===== config.mk =====
export PLATFORM = sky130hd
export DESIGN_NAME = mem_arbiter
export DESIGN_NICKNAME = d
export VERILOG_FILES = /design/src/rtl/mem_arb_pkg.sv /design/src/rtl/mem_arb_pick.sv /design/src/rtl/mem_arbiter.sv
export SDC_FILE = /design/constraint.sdc
export NUM_CORES = 1
export LEC_CHECK = 0
export CAP_MARGIN = 5
export CORE_MARGIN = 10
export CORE_UTILIZATION = 30
export CTS_CLUSTER_SIZE = 25
export DETAILED_ROUTE_END_ITERATION = 16
export PLACE_DENSITY = 0.63
export SETUP_SLACK_MARGIN = 0.5
export SKIP_LAST_GASP = 1
export SYNTH_ARGS = -nofsm -noshare
export SYNTH_HDL_FRONTEND = slang
export SYNTH_SLANG_ARGS = --single-unit

===== constraint.sdc =====
create_clock -name clk -period 7.33 [get_ports clk]
set_clock_uncertainty 0.15 [all_clocks]
set_input_delay 1.0995 -clock clk [delete_from_list [all_inputs] [get_ports clk]]
set_output_delay 1.0995 -clock clk [all_outputs]
set_load 0.005 [all_outputs]

===== src/rtl/mem_arb_pkg.sv =====
// Shared state encoding and constants for the mem_arbiter slice.
package mem_arb_pkg;

    typedef enum logic [1:0] {
        IDLE     = 2'd0,
        IFU_WAIT = 2'd1,
        LSU_WAIT = 2'd2
    } arb_state_e;

    localparam logic [2:0]  IFU_MEM_TYPE   = 3'b010;
    localparam logic [31:0] TIMEOUT_POISON = 32'hDEADBEEF;

endpackage


===== src/rtl/mem_arb_pick.sv =====
// IFU/LSU tie resolution. MEM_ARB_RR_EN selects round-robin; otherwise the LSU
// always wins a tie.
module mem_arb_pick (
    input  logic       ifu_req_i,
    input  logic       lsu_req_i,
    input  logic       last_lsu_i,
    output logic [1:0] gnt_o
);

    logic lsu_wins;

`ifdef MEM_ARB_RR_EN
    // On a tie the LSU only wins when the IFU was granted last.
    assign lsu_wins = lsu_req_i && (!ifu_req_i || !last_lsu_i);
`else
    logic unused_last_lsu;
    assign unused_last_lsu = last_lsu_i;
    assign lsu_wins        = lsu_req_i;
`endif

    // gnt_o[0] = IFU, gnt_o[1] = LSU
    assign gnt_o = {lsu_wins, ifu_req_i && !lsu_wins};

endmodule


===== src/rtl/mem_arbiter.sv =====
// Two-master (IFU/LSU) single-outstanding memory arbiter with ack timeout.
// Tie policy set in mem_arb_pick via MEM_ARB_RR_EN (default: LSU priority).
module mem_arbiter
    import mem_arb_pkg::*;
#(
    parameter int unsigned ADDR_W  = 32,
    parameter int unsigned DATA_W  = 32,
    parameter int unsigned TIMEOUT = 255
) (
    input  logic              clk,
    input  logic              rst,

    input  logic              ifu_req,
    input  logic [ADDR_W-1:0] ifu_addr,
    output logic              ifu_gnt,
    output logic              ifu_rvalid,
    output logic [DATA_W-1:0] ifu_rdata,

    input  logic              lsu_req,
    input  logic              lsu_we,
    input  logic [2:0]        lsu_type,
    input  logic [ADDR_W-1:0] lsu_addr,
    input  logic [DATA_W-1:0] lsu_wdata,
    output logic              lsu_gnt,
    output logic              lsu_rvalid,
    output logic [DATA_W-1:0] lsu_rdata,

    output logic              mem_req,
    output logic              mem_we,
    output logic [2:0]        mem_type,
    output logic [ADDR_W-1:0] mem_addr,
    output logic [DATA_W-1:0] mem_wdata,
    input  logic              mem_ack,
    input  logic [DATA_W-1:0] mem_rdata,

    output logic              busy,
    output logic              err
);

    localparam int unsigned CNT_W = $clog2(TIMEOUT + 1);

    arb_state_e        state_q;
    logic [CNT_W-1:0]  cnt_q;
    logic              last_lsu_q;
    logic [ADDR_W-1:0] addr_q;
    logic [DATA_W-1:0] wdata_q;
    logic [2:0]        type_q;
    logic              we_q;
    logic              ifu_gnt_q, lsu_gnt_q;
    logic              ifu_rvalid_q, lsu_rvalid_q;
    logic              err_q;
    logic [DATA_W-1:0] ifu_rdata_q, lsu_rdata_q;

    logic [1:0]        pick;
    logic              timed_out;
    logic [DATA_W-1:0] resp_d;

    mem_arb_pick u_pick (
        .ifu_req_i  (ifu_req),
        .lsu_req_i  (lsu_req),
        .last_lsu_i (last_lsu_q),
        .gnt_o      (pick)
    );

    assign timed_out = (cnt_q == CNT_W'(TIMEOUT - 1));

    // Ack takes precedence over a simultaneous timeout; stores return zero.
    always_comb begin
        resp_d = DATA_W'(TIMEOUT_POISON);
        if (mem_ack) begin
            resp_d = we_q ? '0 : mem_rdata;
        end
    end

    always_ff @(posedge clk or posedge rst) begin
        if (rst) begin
            state_q      <= IDLE;
            cnt_q        <= '0;
            last_lsu_q   <= 1'b0;
            addr_q       <= '0;
            wdata_q      <= '0;
            type_q       <= '0;
            we_q         <= 1'b0;
            ifu_gnt_q    <= 1'b0;
            lsu_gnt_q    <= 1'b0;
            ifu_rvalid_q <= 1'b0;
            lsu_rvalid_q <= 1'b0;
            err_q        <= 1'b0;
            ifu_rdata_q  <= '0;
            lsu_rdata_q  <= '0;
        end else begin
            ifu_gnt_q    <= 1'b0;
            lsu_gnt_q    <= 1'b0;
            ifu_rvalid_q <= 1'b0;
            lsu_rvalid_q <= 1'b0;
            err_q        <= 1'b0;
            case (state_q)
                IDLE: begin
                    cnt_q <= '0;
                    if (pick[1]) begin
                        state_q    <= LSU_WAIT;
                        lsu_gnt_q  <= 1'b1;
                        last_lsu_q <= 1'b1;
                        addr_q     <= lsu_addr;
                        wdata_q    <= lsu_wdata;
                        type_q     <= lsu_type;
                        we_q       <= lsu_we;
                    end else if (pick[0]) begin
                        state_q    <= IFU_WAIT;
                        ifu_gnt_q  <= 1'b1;
                        last_lsu_q <= 1'b0;
                        addr_q     <= ifu_addr;
                        wdata_q    <= '0;
                        type_q     <= IFU_MEM_TYPE;
                        we_q       <= 1'b0;
                    end
                end
                IFU_WAIT, LSU_WAIT: begin
                    if (mem_ack || timed_out) begin
                        state_q <= IDLE;
                        cnt_q   <= '0;
                        err_q   <= !mem_ack;
                        if (state_q == IFU_WAIT) begin
                            ifu_rvalid_q <= 1'b1;
                            ifu_rdata_q  <= resp_d;
                        end else begin
                            lsu_rvalid_q <= 1'b1;
                            lsu_rdata_q  <= resp_d;
                        end
                    end else begin
                        cnt_q <= cnt_q + 1'b1;
                    end
                end
                default: state_q <= IDLE;
            endcase
        end
    end

    assign busy       = (state_q != IDLE);
    assign mem_req    = busy;
    assign mem_we     = we_q && busy;
    assign mem_type   = type_q;
    assign mem_addr   = addr_q;
    assign mem_wdata  = wdata_q;
    assign ifu_gnt    = ifu_gnt_q;
    assign lsu_gnt    = lsu_gnt_q;
    assign ifu_rvalid = ifu_rvalid_q;
    assign lsu_rvalid = lsu_rvalid_q;
    assign ifu_rdata  = ifu_rdata_q;
    assign lsu_rdata  = lsu_rdata_q;
    assign err        = err_q;

endmodule


Yosys cells after proc, flatten, opt, wreduce, memory -nomap -nowiden
Cells that the tools add are included.
{"block": "word_totals", "ff_bits": 147, "latch_bits": 0, "mem_bits_rw": 0, "mem_bits_ro": 0, "input_bits": 137, "out_inout_bits": 139, "n_memories": 0}
{"block": "op_classes", "addsub": 1, "mul": 0, "div_mod_pow": 0, "magnitude_cmp": 0, "n_eq_ne": 5, "n_shift": 0, "muxes": 29, "bitwise": 1, "reduce_logical": 14}
{"op": "32-bit two-way mux", "count": 6}
{"op": "8-bit case mux with 2 select lines", "count": 1}
{"op": "1-bit two-way mux", "count": 15}
{"op": "8-bit by 1-bit adder with 8-bit output, second input constant", "count": 1}
{"op": "8-bit == test, second input constant", "count": 1}
{"op": "8-bit two-way mux", "count": 1}
{"op": "2-bit two-way mux", "count": 3}
{"op": "3-bit two-way mux", "count": 2}
{"op": "3-bit AND reduction", "count": 2}
{"op": "2-bit nonzero test", "count": 3}
{"op": "2-bit case mux with 2 select lines", "count": 1}
{"op": "2-bit AND reduction", "count": 2}
{"op": "3-bit inequality test, second input constant", "count": 1}
{"op": "2-bit by 1-bit == test with 1-bit output, second input constant", "count": 1}
{"op": "2-bit == test, second input constant", "count": 1}
{"op": "1-bit logical AND", "count": 2}
{"op": "1-bit logical NOT", "count": 2}
{"op": "2-bit logical NOT", "count": 1}
{"op": "2-bit inequality test, second input constant", "count": 1}
{"op": "2-bit OR reduction", "count": 1}
{"op": "1-bit logical OR", "count": 1}
{"op": "1-bit inverter", "count": 1}

Longest topological paths before layout
Gate-level depths: netlist of run 1.
{"block": "depth", "depth_word": 5, "ltp_mapped": 8, "depth_no_buf": 7}

Cells and area by module
From an unflattened synthesis of run 1, not the netlist that was laid out.
{"block": "unflattened", "cells_unflattened": 673, "area_unflattened_um2": 6966.7}
{"mod": "mem_arbiter", "instances": 1, "cells_per_inst": 671, "area_per_inst_um2": 6945.4}
{"mod": "mem_arb_pick", "instances": 1, "cells_per_inst": 2, "area_per_inst_um2": 21.3}

Worst setup path after synthesis of run 1
No wires, ideal clock.
{"block": "synth_timing", "kind": "input port to flip-flop", "start": "input mem_ack", "end": "register cnt_q[5]", "arrival_ns": 2.077, "t_required_ns": 7.104, "slack_ns": 5.026, "cell_stages": 5, "path_buffers": 1, "cell_sequence": "buf_6 -> nand2b_4 -> o21bai_4 -> or4_1 -> o21ai_1"}
{"block": "synth_between", "elab_chain_len": 3}
{"element": "from (decl)", "line": "mem_arbiter.sv:33", "source": "input logic mem_ack,"}
{"element": "1-bit logical OR", "line": "mem_arbiter.sv:119", "source": "if (mem_ack || timed_out) begin"}
{"element": "8-bit two-way mux", "line": "mem_arbiter.sv:119"}
{"element": "8-bit case mux with 2 select lines", "line": "mem_arbiter.sv:97", "source": "case (state_q)"}
{"element": "to (signal assigned)", "line": "mem_arbiter.sv:131", "source": "cnt_q <= cnt_q + 1'b1;"}
{"element": "to (decl)", "line": "mem_arbiter.sv:43", "source": "logic [CNT_W-1:0] cnt_q;"}
No other way between the ends.
A chain may end at the register's enable or synchronous reset.

Final worst setup path of run 1
{"block": "layout_timing", "start": "register state_q[0]", "end": "output mem_we"}
{"block": "layout_between", "elab_chain_len": 2}
{"element": "from (decl)", "line": "mem_arbiter.sv:42", "source": "arb_state_e state_q;"}
{"element": "from (signal assigned)", "line": "mem_arbiter.sv:77", "source": "state_q <= IDLE;"}
{"element": "from (signal assigned)", "line": "mem_arbiter.sv:101", "source": "state_q <= LSU_WAIT;"}
{"element": "from (signal assigned)", "line": "mem_arbiter.sv:109", "source": "state_q <= IFU_WAIT;"}
{"element": "2-bit nonzero test", "line": "mem_arbiter.sv:139", "source": "assign busy = (state_q != IDLE);"}
{"element": "1-bit logical AND", "line": "mem_arbiter.sv:141", "source": "assign mem_we = we_q && busy;"}
{"element": "to (decl)", "line": "mem_arbiter.sv:29", "source": "output logic mem_we,"}
No other way between the ends.

==> out/qor.csv, run 1 <==
metric,value,unit
timing.max_cap.violations,0,
die-area,0.02590,mm^2
post-cts-setup-buffer-count,0,
grt-ovfl-total,0,
cts_tree,done,
grt_pass1_vias,5334,
drc,0,
synth_area_leader_cell,dfrtp_1,
post-place-ws,3825,ps
vias,4906,
synth-seq-cells,147,
routabilityCongestion,0.8284,
n_antenna_cell,0,
cts_sinks,147,
ctsHoldBuffers,0,
path_clk_slew,60,ps
worstHoldPathCells,2,
place.port_buffers,275,
yosysWarningCount,0,
setup_ws,4145,ps
ys_types,40,
rrSetupSlack,4620,ps
ff2ff_path_depth,6,
drt_iter0_markers,219,
hold_class,reg -> reg,
power_density,405.9,mW/mm^2
grt_pass1_wl,31590,um
setup_violations,0,
cts_max_level,4,
die_w,160.9,um
required,6080,ps
grt_max_degree,90,
cp-end-kind,primary output,
final_nets,883,
syn_avg_cell_area,12.57,um^2
intPower,2625,uW
pwr-share-comb,43.1,%
p_clk_share,20.8,%
final_common_cell,clkdlybuf4s50_1,
synth_top_area_share,61.73,%
p_sw,1222,uW
via_per_inst,4.819,
min_period_over_period,43.45,%
cts-resized-gates,0,
dp_hpwl,15420,um
synth_flop_cell,dfrtp_1,
core_area,0.01953,mm^2
area_growth,59.04,%
cts_root_buf,clkbuf_16,
clk_path_buf_depth,2,
r2r_end,lsu_rdata[29],
timing.slew.headroom,25.12,%
antenna_found_initial,0,
status,"complete, no violations",
synth-edff-count,0,
p_total,3847,uW
slew_violations,0,
wl_per_cell,19.85,um
vdd_drop_max,0.1427,mV
ant_nets,0,
insertion_delay,410,ps
seq_area_frac_synth,61.73,%
critPathKind,reg -> out,
fin_tns_setup,0,ps
whs,333.3,ps
worst_pin_slew,1123,ps
die-height,160.9,um
crit_path_start_kind,flip-flop,
holdPathEnd,mem_addr[10],
p_leak,0.004025,uW
rsz0062_at_grt,false,
numCtsBuffers,17,
hp-start,mem_addr[10],
yosys-top-cells-area,"dfrtp_1 62%, a22o_1 7.6%, o22a_1 7.1%",
placement_rows,51,
cp.arrival,1940,ps
finalNonFillerCells,1018,
drive_gt1_share,6.507,%
synthArstFlopShare,100.0,%
first_pass_iters,4,
syn_area,0.005959,mm^2
p_seq_share,36.2,%
hold_viol,0,
dp.cells,987,
netlist_instances,474,
clock.fmax,0.3140,GHz
path_max_fanout,6,
start_util,30.52,%
track_usage,15.48,%
synth_nets,616,
fin_crit,3185,ps
io_pins,276,
p_sw_share,31.76,%
final_cell_mix,"274 x clkdlybuf4s50_1, 147 x dfrtp_1, 52 x a22o_1",
wl,20210,um
timing.rr.start,state_q[0],
layer usage:
| metal | track usage, % | part of all wire, % | up-vias |
|---|---|---|---|
| met5 | 0 | 0 | - |
| met2 | 23.95 | 46 | 242 |
| met3 | 7.950 | 11 | 19 |
| li1 | - | - | 2258 |
| met4 | 4.756 | 1.2 | 0 |
| met1 | 18.35 | 42 | 2387 |
cell usage after synthesis, types with 2 or more instances:
cell type	number
a21oi_1	7
a22o_1	52
a31oi_1	2
buf_1	2
buf_2	5
buf_4	5
clkbuf_1	19
dfrtp_1	147
ha_1	5
inv_1	12
inv_4	2
mux2i_1	32
nand2_1	38
nand3_1	3
nor2_1	4
nor2b_1	26
o21ai_0	4
o21ai_1	37
o21ai_4	2
o22a_1	48
or4_1	3
cell type report:
type	instances	area (um^2)
fill	1771	10050
sequential	147	3679
timing repair buffer	280	2785
multi-input combinational	281	2078
clock buffer	18	429.2
tap	265	331.6
clock inverter	13	112.6
inverter	14	62.56
power by group through the flow:
stage | logic (uW) | registers, uW | clock network (uW)
after global placement | 1650 | 1390 | 0
after detailed placement | 1690 | 1400 | 0
final | 1660 | 1390 | 799
after floorplan | 653 | 1390 | 0
after global routing | 1800 | 1440 | 861
after CTS | 1690 | 1390 | 822
sequential cells by signal (all words and copies together), names as in the netlist:
signal,cells
lsu_rvalid,1
ifu_rdata,32
mem_addr,32
lsu_rdata,32
state_q,2
ifu_rvalid,1
lsu_gnt,1
err,1
mem_type,3
we_q,1
mem_wdata,32
cnt_q,8
ifu_gnt,1
through the flow:
| step | utilization (%) | area, um^2 |
|---|---|---|
| after floorplan | - | 5959 |
| after global placement | 45.76 | 8936 |
| after detailed placement | 45.76 | 8936 |
| after CTS | 48.54 | 9478 |
| after global routing | 48.54 | 9478 |
| final | 48.54 | 9478 |
worst max-delay path, cell delays in order (launching register included):
cell,delay (ps)
dfrtp_1,430
inv_1,70
ha_1,330
nor2b_1,160
clkdlybuf4s50_1,540
cells by family (layout without fill, tap and decap cells):
family,Yosys count,after routing,share of synthesized area [%]
compound gates,158,158,20.60
flops,147,147,61.73
simple gates,86,86,7.726
buf+inv,46,325,3.527
mux,32,32,5.375
fa+ha+maj,5,5,1.050
worst max-delay path by stage:
stage	cells past startpoint	slack, ps	start	to
after floorplan	1	2130	rst	cnt_q[0]
after detailed placement	4	3830	mem_ack	ifu_rdata[17]
final	4	4150	state_q[0]	mem_we
after global routing	4	4070	state_q[0]	mem_we
after CTS	4	4090	state_q[0]	mem_we
after global placement	4	3960	mem_ack	ifu_rdata[4]
(Power assumes the default switching activity.)
==> inputs of run 2 (changes only) <==
--- a/config.mk
+++ b/config.mk
@@ -10,7 +10,7 @@
 export CORE_UTILIZATION = 30
 export CTS_CLUSTER_SIZE = 25
 export DETAILED_ROUTE_END_ITERATION = 16
-export PLACE_DENSITY = 0.63
+export PLACE_DENSITY = 0.66
 export SETUP_SLACK_MARGIN = 0.5
 export SKIP_LAST_GASP = 1
 export SYNTH_ARGS = -nofsm -noshare
==> constraint.sdc (replaced) <==
create_clock -name clk -period 2.9 [get_ports clk]
set_clock_uncertainty 0.15 [all_clocks]
set_input_delay 0.435 -clock clk [delete_from_list [all_inputs] [get_ports clk]]
set_output_delay 0.435 -clock clk [all_outputs]
set_load 0.005 [all_outputs]
==> run 2 against run 1 <==
Compared with the run above:
- final cell count rose by 1.5%
- sequential power rose to 2.5 times the previous value
- routed wire length is 2.0% lower
- combinational power rose to 2.6 times the previous value
- cell area rose by 2.2%
- register-to-register slack worse by 3800 ps
- non-clock buffer count is 13 higher
- utilization is 1.1 points higher
- count of clock-buffer cells in the layout increased by 1
- die area did not move
- critical endpoint unchanged
- largest power group unchanged
- highest routed layer unchanged
==> out/qor.csv, run 2 (synthesis gave the netlist of run 1 again) <==
metric,value,unit,change
cpPeakStageDelay,550,ps,about the same
cts_tree,done,,
placed_cell_area,0.009075,mm^2,+1.6%
die-height,160.9,um,unchanged
whs,330.0,ps,-3.277 ps
fin_crit,2300,ps,
grt-ovfl-total,0,,unchanged
p_sw_share,31.64,%,-0.12 points
cts_max_level,4,,unchanged
final_nets,896,,+1.5%
cp-end-kind,primary output,,
p_seq_share,34.9,%,-1.3 points
ff2ff_path_depth,7,,+1
drive_gt1_share,8.475,%,+2.0 points
cts_root_buf,clkbuf_16,,
core_area,0.01953,mm^2,unchanged
slew_violations,0,,unchanged
rrSetupSlack,790,ps,-3830 ps
crit_path_start_kind,flip-flop,,
path_cells,inv_1 > ha_4 > nor2b_1 > clkdlybuf4s50_1,,
grt_pass1_wl,31280,um,-0.96%
start_util,30.52,%,unchanged
numCtsBuffers,17,,unchanged
r2r_end,lsu_rdata[29],,
drc,0,,unchanged
via_per_inst,4.736,,-1.7%
status,"complete, no violations",,
drt_iter0_markers,172,,-21%
min_period_over_period,79.30,%,
p_clk_share,21.9,%,+1.1 points
vdd_drop_max,0.4237,mV,+200%
fin_tns_setup,0,ps,unchanged
wl_per_cell,19.18,um,-3.4%
placement_rows,51,,unchanged
power_density,1034,mW/mm^2,+150%
timing.slew.headroom,46.17,%,+21 points
fin_util,49.61,%,+1.1 points
ctsHoldBuffers,0,,unchanged
path_max_fanout,6,,unchanged
rsz0062_at_grt,false,,
hold_class,in -> reg,,
path_clk_slew,60,ps,about the same
die_w,160.9,um,unchanged
pwr-share-comb,43.2,%,about the same
hold_viol,0,,unchanged
worst_pin_slew,805.8,ps,-317.4 ps
p_sw,3169,uW,+160%
final_cell_mix,"274 x clkdlybuf4s50_1, 147 x dfrtp_1, 52 x a22o_1",,
clk_path_buf_depth,2,,unchanged
track_usage,15.05,%,-0.43 points
cp.arrival,1710,ps,-230 ps
routabilityCongestion,0.7649,,-7.7%
fin_area,0.009687,mm^2,+2.2%
p_leak,0.004122,uW,+2.4%
die-area,0.02590,mm^2,unchanged
wl,19810,um,-2.0%
timing.rr.start,state_q[0],,
grt_pass1_vias,5611,,+5.2%
crit_path_end,mem_we,,
dp.cells,999,,+1.2%
timing.max_cap.violations,0,,unchanged
required,2320,ps,-3760 ps
finalNonFillerCells,1033,,+1.5%
area_growth,62.54,%,
intPower,6847,uW,+160%
ant_nets,0,,unchanged
cts_sinks,147,,unchanged
setup_violations,0,,unchanged
io_pins,276,,unchanged
grt_max_degree,51,,-43%
cp_slowest_cell,clkdlybuf4s50_1,,
dp_hpwl,14970,um,-2.9%
final_common_cell,clkdlybuf4s50_1,,
first_pass_iters,4,,unchanged
crit_start,state_q[1],,
nFillCells,1702,,-3.9%
clock.fmax,0.4348,GHz,
critPathKind,reg -> out,,
vias,4892,,-0.29%
place.port_buffers,275,,unchanged
antenna_found_initial,1,,+1
insertion_delay,410,ps,about the same
[run 2: cell types whose count changed in the layout (fill, tap and decap cells not counted)]
cell,change
buf_4,+9
clkinv_4,-2
inv_8,+2
clkbuf_8,+2
clkbuf_1,-1
clkinv_2,-5
clkinvlp_4,+1
ha_4,+1
ha_1,-1
diode_2,+1
inv_6,+4
buf_12,+4
[run 2: final cells by class]
cell class / count / area [um^2] / share of cell area (%)
multi-input combinational: 281 / 2091 / 21.58
clock inverter: 13 / 136.4 / 1.408
sequential: 147 / 3679 / 37.97
antenna: 1 / 2.502 / 0.02583
inverter: 14 / 61.31 / 0.6329
tap: 265 / 331.6 / 3.423
clock buffer: 19 / 452.9 / 4.676
timing repair buffer: 293 / 2933 / 30.28
[run 2: metal layers]
| metal | global-route usage (%) | wire length [um] | vias to the layer above |
|---|---|---|---|
| met5 | 0 | 0 | - |
| met4 | 5.666 | 454 | 0 |
| met3 | 6.774 | 1805 | 27 |
| met2 | 23.61 | 9146 | 221 |
| met1 | 17.76 | 8402 | 2354 |
| li1 | - | - | 2290 |
[run 2: per-stage QoR]
stage | power (uW) | worst slack, ps
after CTS | 10170 | 523.7
after global placement | 7744 | 688.7
after floorplan | 5171 | 468.0
after global routing | 10670 | 521.6
after detailed placement | 7891 | 651.1
final | 10020 | 600.3
[run 2: worst min path at each step]
| stage | cells after the start | from | end | slack (ps) |
|---|---|---|---|---|
| after detailed placement | 2 | mem_addr[16] | mem_addr[16] | 320 |
| after global routing | 4 | lsu_req | state_q[1] | 350 |
| after global placement | 2 | mem_addr[26] | mem_addr[26] | 320 |
| final | 4 | lsu_req | state_q[1] | 330 |
| after CTS | 4 | lsu_req | state_q[1] | 330 |
| after floorplan | 2 | mem_addr[0] | mem_addr[0] | 330 |
[run 2: power groups by stage]
stage               clock network (uW)  logic (uW)  registers, uW
finish                            2200        4320           3500
global route                      2350        4710           3600
CTS                               2260        4400           3500
detailed placement                   0        4370           3520
global placement                     0        4260           3480
floorplan                            0        1650           3520
[run 2: critical path: cells and delay by family, from the launching register on]
kind / cells / cell delay, ps
fa+ha+maj: 1 / 210
flops: 1 / 340
simple gates: 1 / 110
buf+inv: 2 / 650
[run 2: repair_timing]
action | in CTS | in global routing
resized for setup | 1 | 1
pin swaps | 0 | 0
setup endpoints to repair | 3 | 2
buffers inserted | 1 | 0
==> inputs of run 3 (changes only) <==
--- a/config.mk
+++ b/config.mk
@@ -10,7 +10,7 @@
 export CORE_UTILIZATION = 30
 export CTS_CLUSTER_SIZE = 25
 export DETAILED_ROUTE_END_ITERATION = 16
-export PLACE_DENSITY = 0.66
+export PLACE_DENSITY = 0.63
 export SETUP_SLACK_MARGIN = 0.5
 export SKIP_LAST_GASP = 1
 export SYNTH_ARGS = -nofsm -noshare
==> constraint.sdc (replaced) <==
create_clock -name clk -period 2.2 [get_ports clk]
set_clock_uncertainty 0.15 [all_clocks]
set_input_delay 0.33 -clock clk [delete_from_list [all_inputs] [get_ports clk]]
set_output_delay 0.33 -clock clk [all_outputs]
set_load 0.005 [all_outputs]
==> run 3 against run 2 <==
Compared with the run above:
- utilization increased by 3.5 points
- final cell count rose by 3.0%
- combinational power grew 46%
- clock power rose by 36%
- global-route usage is essentially flat
- routed wire length grew 9.3%
- critical path depth up 4
- via count rose by 5.6%
- sequential power up 33%
- largest cell class unchanged
- largest power group unchanged
- highest routed layer unchanged
==> out/qor.csv, run 3 (synthesis gave the netlist of run 1 again) <==
metric,value,unit,change
status,"complete, no violations",,
ant_nets,0,,unchanged
power_density,1343,mW/mm^2,+30%
critPathKind,reg -> reg,,
wl,21660,um,+9.3%
final_cell_mix,"145 x dfrtp_1, 136 x dlygate4sd2_1, 135 x clkdlybuf4s50_1",,
drc,0,,unchanged
drive_gt1_share,20.03,%,+12 points
n_antenna_cell,0,,-1
nFillCells,1733,,+1.8%
timing.max_cap.violations,0,,unchanged
vdd_drop_max,0.5610,mV,+32%
numCtsBuffers,17,,unchanged
cp_num_buf_inv,5,,+3
rsz0062_at_grt,true,,
cp_slowest_cell,dfrtp_1,,
p_leak,0.004783,uW,+16%
setup_violations,0,,unchanged
path_clk_slew,70,ps,about the same
routabilityCongestion,0.7982,,+4.4%
slew_violations,0,,unchanged
cpPeakStageDelay,360,ps,-190 ps
via_per_inst,4.855,,+2.5%
timing.slew.headroom,60.92,%,+15 points
final_nets,928,,+3.6%
vias,5166,,+5.6%
first_pass_iters,4,,unchanged
grt_pass1_wl,31070,um,-0.68%
regArea,0.003681,mm^2,about the same
final_common_cell,dfrtp_1,,
io_pins,276,,unchanged
hold_class,in -> reg,,
place.port_buffers,275,,unchanged
critPathTopFamily,buffers and inverters,,
min_period_over_period,83.56,%,
cts_sinks,147,,unchanged
die-height,160.9,um,unchanged
antenna_found_initial,0,,-1
path_max_fanout,6,,unchanged
core_area,0.01953,mm^2,unchanged
cts_root_buf,clkbuf_16,,
cp-end-kind,flip-flop,,
multi_input_area,0.002407,mm^2,+15%
clk_path_buf_depth,2,,unchanged
grt_max_degree,64,,+25%
p_total,13940,uW,+39%
wl_per_cell,20.35,um,+6.1%
hold_viol,0,,unchanged
path_cells,inv_2 > ha_4 > buf_6 > buf_4 > buf_8 > and2_4 > clkbuf_16 > a22o_1,,
placement_rows,51,,unchanged
insertion_delay,410,ps,about the same
crit_path_start_kind,flip-flop,,
dp_hpwl,14860,um,-0.77%
cts_tree,done,,
die_w,160.9,um,unchanged
die-area,0.02590,mm^2,unchanged
area_growth,74.18,%,
track_usage,15.02,%,-0.030 points
cp.arrival,2000,ps,+290 ps
fin_tns_setup,0,ps,unchanged
cts_max_level,4,,unchanged
clock.fmax,0.5440,GHz,
required,2360,ps,+40 ps
fin_crit,1838,ps,
worst_pin_slew,586.2,ps,-219.5 ps
drt_iter0_markers,231,,+34%
grt_pass1_vias,5430,,-3.2%
grt-ovfl-total,0,,unchanged
start_util,30.52,%,unchanged
-- run 3: cell types whose count changed in the layout (fill, tap and decap cells not counted), moves of 8 or more --
cell | before | now
nand2_2 | 0 | 17
o21ai_1 | 37 | 22
clkdlybuf4s50_1 | 274 | 135
buf_6 | 0 | 8
nand2_1 | 38 | 8
clkbuf_16 | 17 | 26
o21ai_2 | 0 | 16
nand2_4 | 0 | 13
dlygate4sd2_1 | 0 | 136
-- run 3: per-layer routing --
metal	GRT usage, %	vias up	wire, um	part of all wire [%]
met2	22.29	256	10010	46
met3	7.541	23	2070	9.6
met5	0	-	0	0
met4	5.087	0	330	1.5
li1	-	2365	-	-
met1	18.53	2522	9246	43
-- run 3: final cells by class --
| type | instances | area share [%] |
|---|---|---|
| sequential | 147 | 35.46 |
| clock buffer | 17 | 4.098 |
| tap | 265 | 3.194 |
| multi-input combinational | 283 | 23.19 |
| inverter | 14 | 0.6871 |
| timing repair buffer | 323 | 31.53 |
| clock inverter | 15 | 1.832 |
-- run 3: what timing repair did --
item | 4_1_cts | 5_1_grt
endpoints found under the hold margin | 1 | 0
setup endpoints to repair | 196 | 141
resized for setup | 161 | 97
buffers inserted | 13 | 5
cloned | 0 | 15
hold buffers | 1 | 0
pin swaps | 5 | 65
-- run 3: worst reg2reg max path: stages, from the launching register on --
cell and delay, ps:
dfrtp_1 360, inv_2 80, ha_4 170, buf_6 110, buf_4 130, buf_8 130, and2_4 200, clkbuf_16 170
a22o_1 230
-- run 3: worst paths after layout --
| path | startpoint | to | slack, ps | depth (start not counted) |
|---|---|---|---|---|
| worst min register to register | mem_addr[1] | mem_addr[1] | 340 | 2 |
| max in group asynchronous | rst | cnt_q[2] | 700 | 4 |
| worst min-delay path | lsu_type[1] | mem_type[1] | 330 | 3 |
| worst max register to register | state_q[1] | mem_wdata[15] | 360 | 8 |
| worst max-delay path | state_q[1] | mem_wdata[15] | 360 | 8 |
| min in group asynchronous | rst | we_q | 580 | 3 |
-- run 3: power breakdown --
group | switching, uW | internal, uW | total, uW
Clock | 1270 | 1730 | 3000
Sequential | 731 | 3900 | 4640
Combinational | 2770 | 3530 | 6300
-- run 3: through the flow --
step           std cells  setup slack [ps]  utilization (%)  hold WS [ps]  area, um^2
2_1_floorplan        474            -127.0                -         308.5        6010
3_3_place_gp         998             276.0            46.63         317.7        9105
3_5_place_dp         998             236.7            46.63         324.1        9105
4_1_cts             1044             362.6            49.55         297.6        9674
5_1_grt             1064             303.9            53.16         339.1       10380
6_report            1064             361.7            53.16         325.7       10380
